--- config.mk ---
export PLATFORM = sky130hd
export DESIGN_NAME = rf_wb_scheduler
export DESIGN_NICKNAME = d
export VERILOG_FILES = /design/src/rtl/rf_ctrl_pkg.sv /design/src/rtl/rr_arbiter.sv /design/src/rtl/rf_wb_scheduler.sv
export SDC_FILE = /design/constraint.sdc
export NUM_CORES = 1
export LEC_CHECK = 0
export ABC_AREA = 1
export CAP_MARGIN = 5
export CELL_PAD_IN_SITES_DETAIL_PLACEMENT = 0
export CELL_PAD_IN_SITES_GLOBAL_PLACEMENT = 1
export CORE_MARGIN = 2
export CORE_UTILIZATION = 36
export DETAILED_ROUTE_END_ITERATION = 7
export GPL_ROUTABILITY_DRIVEN = 1
export GPL_TIMING_DRIVEN = 0
export PLACE_DENSITY = 0.9
export SYNTH_ARGS = -nofsm -noshare
export SYNTH_HDL_FRONTEND = slang
export SYNTH_SLANG_ARGS = --single-unit
--- constraint.sdc ---
create_clock -name clk -period 4 [get_ports clk]
set_input_delay 0.6 -clock clk [delete_from_list [all_inputs] [get_ports clk]]
set_output_delay 0.6 -clock clk [all_outputs]
set_load 0.005 [all_outputs]
--- src/rtl/rf_ctrl_pkg.sv ---
// Shared constants and helpers for the register-file writeback control slice.
//   DEF_XLEN   default datapath width
//   DEF_REG_AW default register address width
//   NUM_REGS   architectural register count at the default address width
//   DEF_CNT_W  default width of the per-register in-flight counters
//   onehot2idx encodes a one-hot vector (up to 8 bits) to its bit index
package rf_ctrl_pkg;

    localparam int DEF_XLEN   = 32;
    localparam int DEF_REG_AW = 5;
    localparam int NUM_REGS   = 32;
    localparam int DEF_CNT_W  = 2;

    // OR-reduce of set-bit indices; exact for a one-hot or all-zero input.
    function automatic logic [2:0] onehot2idx(input logic [7:0] oh);
        logic [2:0] idx;
        idx = '0;
        for (int i = 0; i < 8; i++) begin
            if (oh[i]) idx = idx | 3'(i);
        end
        return idx;
    endfunction

endpackage

--- src/rtl/rr_arbiter.sv ---
// Combinational round-robin arbiter.
//   req     in   N   request per requester
//   ptr     in   PW  highest-priority requester this cycle (must be < N)
//   gnt     out  N   one-hot grant to the first requester at or after ptr
//   gnt_idx out  PW  index of the granted requester (0 when nothing granted)
module rr_arbiter
    import rf_ctrl_pkg::*;
#(
    parameter int N  = 3,
    parameter int PW = (N > 1) ? $clog2(N) : 1
) (
    input  logic [N-1:0]  req,
    input  logic [PW-1:0] ptr,
    output logic [N-1:0]  gnt,
    output logic [PW-1:0] gnt_idx
);

    logic       found;
    int         idx;
    logic [7:0] gnt_pad;

    always_comb begin
        gnt   = '0;
        found = 1'b0;
        idx   = 0;
        for (int k = 0; k < N; k++) begin
            idx = (int'(ptr) + k) % N;
            if (!found && req[idx]) begin
                gnt[idx] = 1'b1;
                found    = 1'b1;
            end
        end
    end

    always_comb begin
        gnt_pad        = '0;
        gnt_pad[N-1:0] = gnt;
        gnt_idx        = PW'(onehot2idx(gnt_pad));
    end

endmodule

--- src/rtl/rf_wb_scheduler.sv ---
// Register-file writeback scheduler: round-robin shares the single write port
// between NUM_SRC writeback sources and keeps a per-register in-flight counter
// scoreboard for RAW hazard detection at issue.
//   clk, rst                     clock (rising edge), async active-low reset
//   src_valid/src_ready          per-source request / one-hot grant
//   src_rd_addr/src_rd_data      packed per-source destination and data
//   rf_we/rf_rd_addr/rf_rd_data  registered register-file write port
//   issue_valid/issue_rd         instruction issue with destination
//   issue_ready                  low when issue_rd counter is saturated
//   rs1_addr/rs2_addr            hazard query operands
//   rs1_busy/rs2_busy            high when a write to the operand is pending
//   flush                        synchronous scoreboard clear
module rf_wb_scheduler
    import rf_ctrl_pkg::*;
#(
    parameter int NUM_SRC = 3,
    parameter int XLEN    = DEF_XLEN,
    parameter int REG_AW  = DEF_REG_AW,
    parameter int CNT_W   = DEF_CNT_W
) (
    input  logic                      clk,
    input  logic                      rst,
    input  logic [NUM_SRC-1:0]        src_valid,
    output logic [NUM_SRC-1:0]        src_ready,
    input  logic [NUM_SRC*REG_AW-1:0] src_rd_addr,
    input  logic [NUM_SRC*XLEN-1:0]   src_rd_data,
    output logic                      rf_we,
    output logic [REG_AW-1:0]         rf_rd_addr,
    output logic [XLEN-1:0]           rf_rd_data,
    input  logic                      issue_valid,
    input  logic [REG_AW-1:0]         issue_rd,
    output logic                      issue_ready,
    input  logic [REG_AW-1:0]         rs1_addr,
    input  logic [REG_AW-1:0]         rs2_addr,
    output logic                      rs1_busy,
    output logic                      rs2_busy,
    input  logic                      flush
);

    localparam int               PW      = (NUM_SRC > 1) ? $clog2(NUM_SRC) : 1;
    localparam int               NREG    = 1 << REG_AW;
    localparam logic [CNT_W-1:0] CNT_MAX = '1;

    logic [PW-1:0]      ptr_q, ptr_d;
    logic [NUM_SRC-1:0] arb_gnt;
    logic [PW-1:0]      g_idx;
    logic               g_any;
    logic [REG_AW-1:0]  g_addr;
    logic [XLEN-1:0]    g_data;

    logic [CNT_W-1:0]   cnt_q [1:NREG-1];
    logic [CNT_W-1:0]   cnt_d [1:NREG-1];
    logic [CNT_W-1:0]   cnt_issue, cnt_rs1, cnt_rs2;
    logic               issue_fire;

    rr_arbiter #(
        .N  (NUM_SRC),
        .PW (PW)
    ) u_arb (
        .req     (src_valid),
        .ptr     (ptr_q),
        .gnt     (arb_gnt),
        .gnt_idx (g_idx)
    );

    // Nothing may be consumed while reset is asserted.
    assign src_ready = arb_gnt & {NUM_SRC{rst}};
    assign g_any     = |src_ready;
    assign g_addr    = src_rd_addr[int'(g_idx)*REG_AW +: REG_AW];
    assign g_data    = src_rd_data[int'(g_idx)*XLEN +: XLEN];

    always_comb begin
        ptr_d = ptr_q;
        if (g_any) ptr_d = (int'(g_idx) == NUM_SRC - 1) ? '0 : g_idx + PW'(1);
    end

    always_ff @(posedge clk or negedge rst) begin
        if (!rst) begin
            ptr_q      <= '0;
            rf_we      <= 1'b0;
            rf_rd_addr <= '0;
            rf_rd_data <= '0;
        end else begin
            ptr_q <= ptr_d;
            // x0 writes are consumed but never reach the register file.
            rf_we <= g_any && (g_addr != '0);
            if (g_any) begin
                rf_rd_addr <= g_addr;
                rf_rd_data <= g_data;
            end
        end
    end

    // Counter lookups; x0 has no counter and always reads as idle.
    always_comb begin
        cnt_issue = '0;
        cnt_rs1   = '0;
        cnt_rs2   = '0;
        if (issue_rd != '0) cnt_issue = cnt_q[issue_rd];
        if (rs1_addr != '0) cnt_rs1   = cnt_q[rs1_addr];
        if (rs2_addr != '0) cnt_rs2   = cnt_q[rs2_addr];
    end

    // A same-cycle retirement to issue_rd frees a slot even at saturation.
    assign issue_ready = (issue_rd == '0) || (cnt_issue != CNT_MAX) ||
                         (g_any && (g_addr == issue_rd));
    assign issue_fire  = issue_valid && issue_ready && (issue_rd != '0);

    always_comb begin
        for (int r = 1; r < NREG; r++) begin
            cnt_d[r] = cnt_q[r];
            if (flush) begin
                cnt_d[r] = '0;
            end else begin
                if ((issue_fire && (int'(issue_rd) == r)) &&
                    !(g_any && (int'(g_addr) == r))) begin
                    cnt_d[r] = cnt_q[r] + CNT_W'(1);
                end else if (!(issue_fire && (int'(issue_rd) == r)) &&
                             (g_any && (int'(g_addr) == r)) && (cnt_q[r] != '0)) begin
                    cnt_d[r] = cnt_q[r] - CNT_W'(1);
                end
            end
        end
    end

    always_ff @(posedge clk or negedge rst) begin
        if (!rst) begin
            for (int r = 1; r < NREG; r++) cnt_q[r] <= '0;
        end else begin
            for (int r = 1; r < NREG; r++) cnt_q[r] <= cnt_d[r];
        end
    end

    // The output-stage term covers the cycle before the register file commits.
    assign rs1_busy = (rs1_addr != '0) &&
                      ((cnt_rs1 != '0) || (rf_we && (rf_rd_addr == rs1_addr)));
    assign rs2_busy = (rs2_addr != '0) &&
                      ((cnt_rs2 != '0) || (rf_we && (rf_rd_addr == rs2_addr)));

endmodule
==> results.py, run 1 <==
metrics = {
    "run_status": {
        "status": "completed",
    },
    "timing": {
        "slew_headroom_pct": 39.1,
        "setup_viol": 0,
        "min_period_ns": 3.87,
        "skew_ns": 0.00969,
        "slew_viol_final": 0,
        "rsz0062_at_grt": "no",
        "fmax_ghz": 0.259,
        "hold_ws_ns": 0.157,
        "timing_hold_violations_final": 0,
        "worst_pin_slew_ns": 0.914,
        "worst_slack_ns": 0.133,
        "period_share_pct": 96.7,
        "fin_setup_tns_ns": 0,
    },
    "synth": {
        "netlist_top_cells_count": "nand2_1, nor2_1, nand3_1",
        "syn-num-nets": 1488,
        "yosysTopAreaCell": "dfrtp_1",
        "synth_cell_types": 41,
        "synth_area_leaders": "dfrtp_1, nand2_1, nor2_1",
        "synth-main-ff-cell": "dfrtp_1",
        "syn_area_um2": 8520,
        "async_reset_ff_share_pct": 100,
        "postSynthCellCount": 1351,
        "synth_edf_count": 0,
        "netlist.area_leader.share_pct": 30.0,
        "yosysWarnings": 0,
        "synth.avg_cell_area_um2": 6.31,
        "ys_ff_latch": 102,
        "yosys.cell_count.top_type": "nand2_1",
        "seq_area_frac_synth_pct": 30.0,
    },
    "placement": {
        "io_buffers": 173,
        "dpl.cell_count": 1844,
        "gp_congestion": 1.01,
        "dpl_worst_slack_ns": -0.616,
        "place_area_um2": 10700,
        "hpwl_um": 29800,
    },
    "power": {
        "max-vdd-ir-drop_v": 0.000444,
        "finalPower_mw": 7.11,
        "leakage_nw": 5.02,
        "power.density_nw_per_um2": 641,
    },
    "clock_tree": {
        "cts_buffers": 9,
        "path_clk_slew_ns": 0.08,
        "clock_latency_ns": 0.37,
        "cts.sinks": 102,
        "htree_levels": 3,
        "cts_buffer_depth": 2,
        "cts_root_buf": "clkbuf_16",
        "cts_tree": "done",
    },
    "route": {
        "via_count": 10600,
        "drtPass1Iterations": 8,
        "ant_nets": 0,
        "wire_per_inst_um": 20.4,
        "drc": 0,
        "viasPerCell": 5.70,
        "routed_wirelength_um": 38100,
        "drtIter0Drc": 1063,
    },
    "floorplan": {
        "core_area_um2": 23300,
        "die_area_um2": 24900,
        "initial_core_util_pct": 36.5,
        "ios": 177,
        "die_h_um": 158,
        "rows": 56,
        "die_w_um": 158,
    },
    "worst_setup_path": {
        "critPathTopFamily": "buffers and inverters",
        "cp_max_fo": 10,
        "critPathArrivalTime_ns": 3.27,
        "critPathCaptureType": "primary output",
        "start_kind": "primary input",
        "path_cells": "clkdlybuf4s50_1 > inv_1 > nor2_1 > inv_1 > clkbuf_1 > a31oi_1 > a21oi_1 > nand3_1 > o211ai_1 > nand2_1 > nand2_2 > buf_6 > dlygate4sd2_1",
        "required_ns": 3.40,
        "criticalPathCategory": "primary input to primary output",
        "max_stage_delay_ns": 0.55,
        "critPathSlowestCell": "clkdlybuf4s50_1",
        "path_buf_inv": 6,
        "cp_common_cell": "inv_1",
    },
    "global_route": {
        "grtUsageMet1_pct": 39.5,
        "grt_pass1_vias": 9844,
        "grt_pass1_wl_um": 58000,
        "grt_max_degree": 64,
        "globalRouteMet2Util_pct": 49.8,
        "track_usage_pct": 31.0,
        "grt-busiest-layer": "met2",
        "antenna_found_initial": 0,
        "grt_use_met3_pct": 5.56,
        "grt_overflow": 0,
    },
    "final_layout": {
        "final_cells": 1866,
        "diodes": 0,
        "area_growth_pct": 30.2,
        "utilization_pct": 47.5,
        "nNetsFinal": 1680,
        "design_area_um2": 11100,
        "drive_gt1_share_pct": 6.08,
    },
    "hold_path": {
        "hold_path_class": "primary input to asynchronous set/reset pin",
    },
    "flow_run": {
        "cap_viol_max_count": 0,
    },
}
worst reg2reg max path, delay by kind of cell (launching register included):
family        cells  cell delay (ns)
fa+ha+maj         1             0.32
buf+inv           4             0.50
flops             1             0.43
simple gates     15             1.98
registers in the layout (all words and copies together), names as in the netlist:
| register | cells |
|---|---|
| rf_rd_data | 32 |
| ptr_q | 2 |
| rf_we | 1 |
| rf_rd_addr | 5 |
| cnt_q | 62 |
final timing paths:
| check | startpoint | end | slack [ns] | depth (start not counted) |
|---|---|---|---|---|
| worst max-delay path | issue_rd[2] | issue_ready | 0.13 | 13 |
| worst min-delay path | rst | cnt_q[27]$_DFFE_PN0P_ | 0.16 | 1 |
| worst max register to register | ptr_q[1]$_DFFE_PN0P_ | cnt_q[8]$_DFFE_PN0P_ | 0.67 | 20 |
| worst min register to register | rf_rd_data[28]$_DFFE_PN0P_ | rf_rd_data[28]$_DFFE_PN0P_ | 0.56 | 2 |
| max in group asynchronous | rst | cnt_q[59]$_DFFE_PN0P_ | 3.15 | 2 |
| min in group clk | rf_rd_data[28]$_DFFE_PN0P_ | rf_rd_data[28]$_DFFE_PN0P_ | 0.56 | 2 |
where the power goes:
part | internal [mW] | leakage [nW] | total, mW | switching [mW]
Combinational | 1.61 | 3.64 | 4.44 | 2.83
Clock | 0.432 | 0.134 | 0.909 | 0.477
Sequential | 1.41 | 1.25 | 1.76 | 0.355
Total | 3.45 | 5.02 | 7.11 | 3.66
repair_timing:
action	in CTS	in global routing
pin swaps	3	2
setup buffers	2	5
gates resized for setup	21	8
hold buffers	0	0
endpoints found under the setup margin	1	3
cells in the final DEF (no fill, tap or decap), drive strengths merged, types with 2 or more instances in the layout:
| master | instances |
|---|---|
| nand2 | 388 |
| clkinv | 4 |
| buf | 39 |
| a21oi | 13 |
| xor2 | 5 |
| a22oi | 6 |
| o211ai | 7 |
| dfrtp | 102 |
| o2111ai | 2 |
| a221oi | 3 |
| o21ai | 43 |
| o22ai | 17 |
| nand3b | 6 |
| nor2 | 209 |
| o311ai | 7 |
| inv | 137 |
| clkbuf | 41 |
| nand4 | 89 |
| nand3 | 173 |
| dlymetal6s2s | 2 |
| a41oi | 32 |
| clkdlybuf4s50 | 168 |
| a31o | 2 |
| nor3 | 30 |
| dlygate4sd2 | 2 |
| ha | 4 |
| o221ai | 4 |
| a22o | 6 |
area by class of cell:
cell class,count,area (µm²)
Buffer,62,310
Clock buffer,9,225
Clock inverter,6,53.8
Fill cell,2463,12200
Inverter,136,512
Multi-Input combinational cell,1051,5220
Sequential cell,102,2550
Tap cell,319,399
Timing Repair Buffer,181,1820
logic make-up (layout without fill, tap and decap cells):
logic type / after synthesis / after routing / synth area share [%]
buffers and inverters: 198 / 394 / 9.43
AOI/OAI and AO/OA: 147 / 147 / 12.0
xor gates and xnor gates: 5 / 5 / 0.514
DFF: 102 / 102 / 30.0
adders and majority gates: 4 / 4 / 0.587
and+or+nand+nor: 895 / 895 / 47.6
metal layers:
metal	vias to the layer above	part of all wire, %
met4	0	5.8
li1	4976	-
met1	4957	41
met3	117	8.4
met2	581	45
met5	-	0
Power figures use the tool's default switching activity.
==> run 2: changes to the inputs <==
--- a/config.mk
+++ b/config.mk
@@ -6,11 +6,13 @@
 export NUM_CORES = 1
 export LEC_CHECK = 0
 export ABC_AREA = 1
+export ABC_CLOCK_PERIOD_IN_PS = 4000
 export CAP_MARGIN = 5
 export CELL_PAD_IN_SITES_DETAIL_PLACEMENT = 0
 export CELL_PAD_IN_SITES_GLOBAL_PLACEMENT = 1
 export CORE_MARGIN = 2
 export CORE_UTILIZATION = 36
+export CTS_CLUSTER_SIZE = 24
 export DETAILED_ROUTE_END_ITERATION = 7
 export GPL_ROUTABILITY_DRIVEN = 1
 export GPL_TIMING_DRIVEN = 0
==> results of run 2 <==
No change in the layout: final DEF, timing and power equal those of run 1.
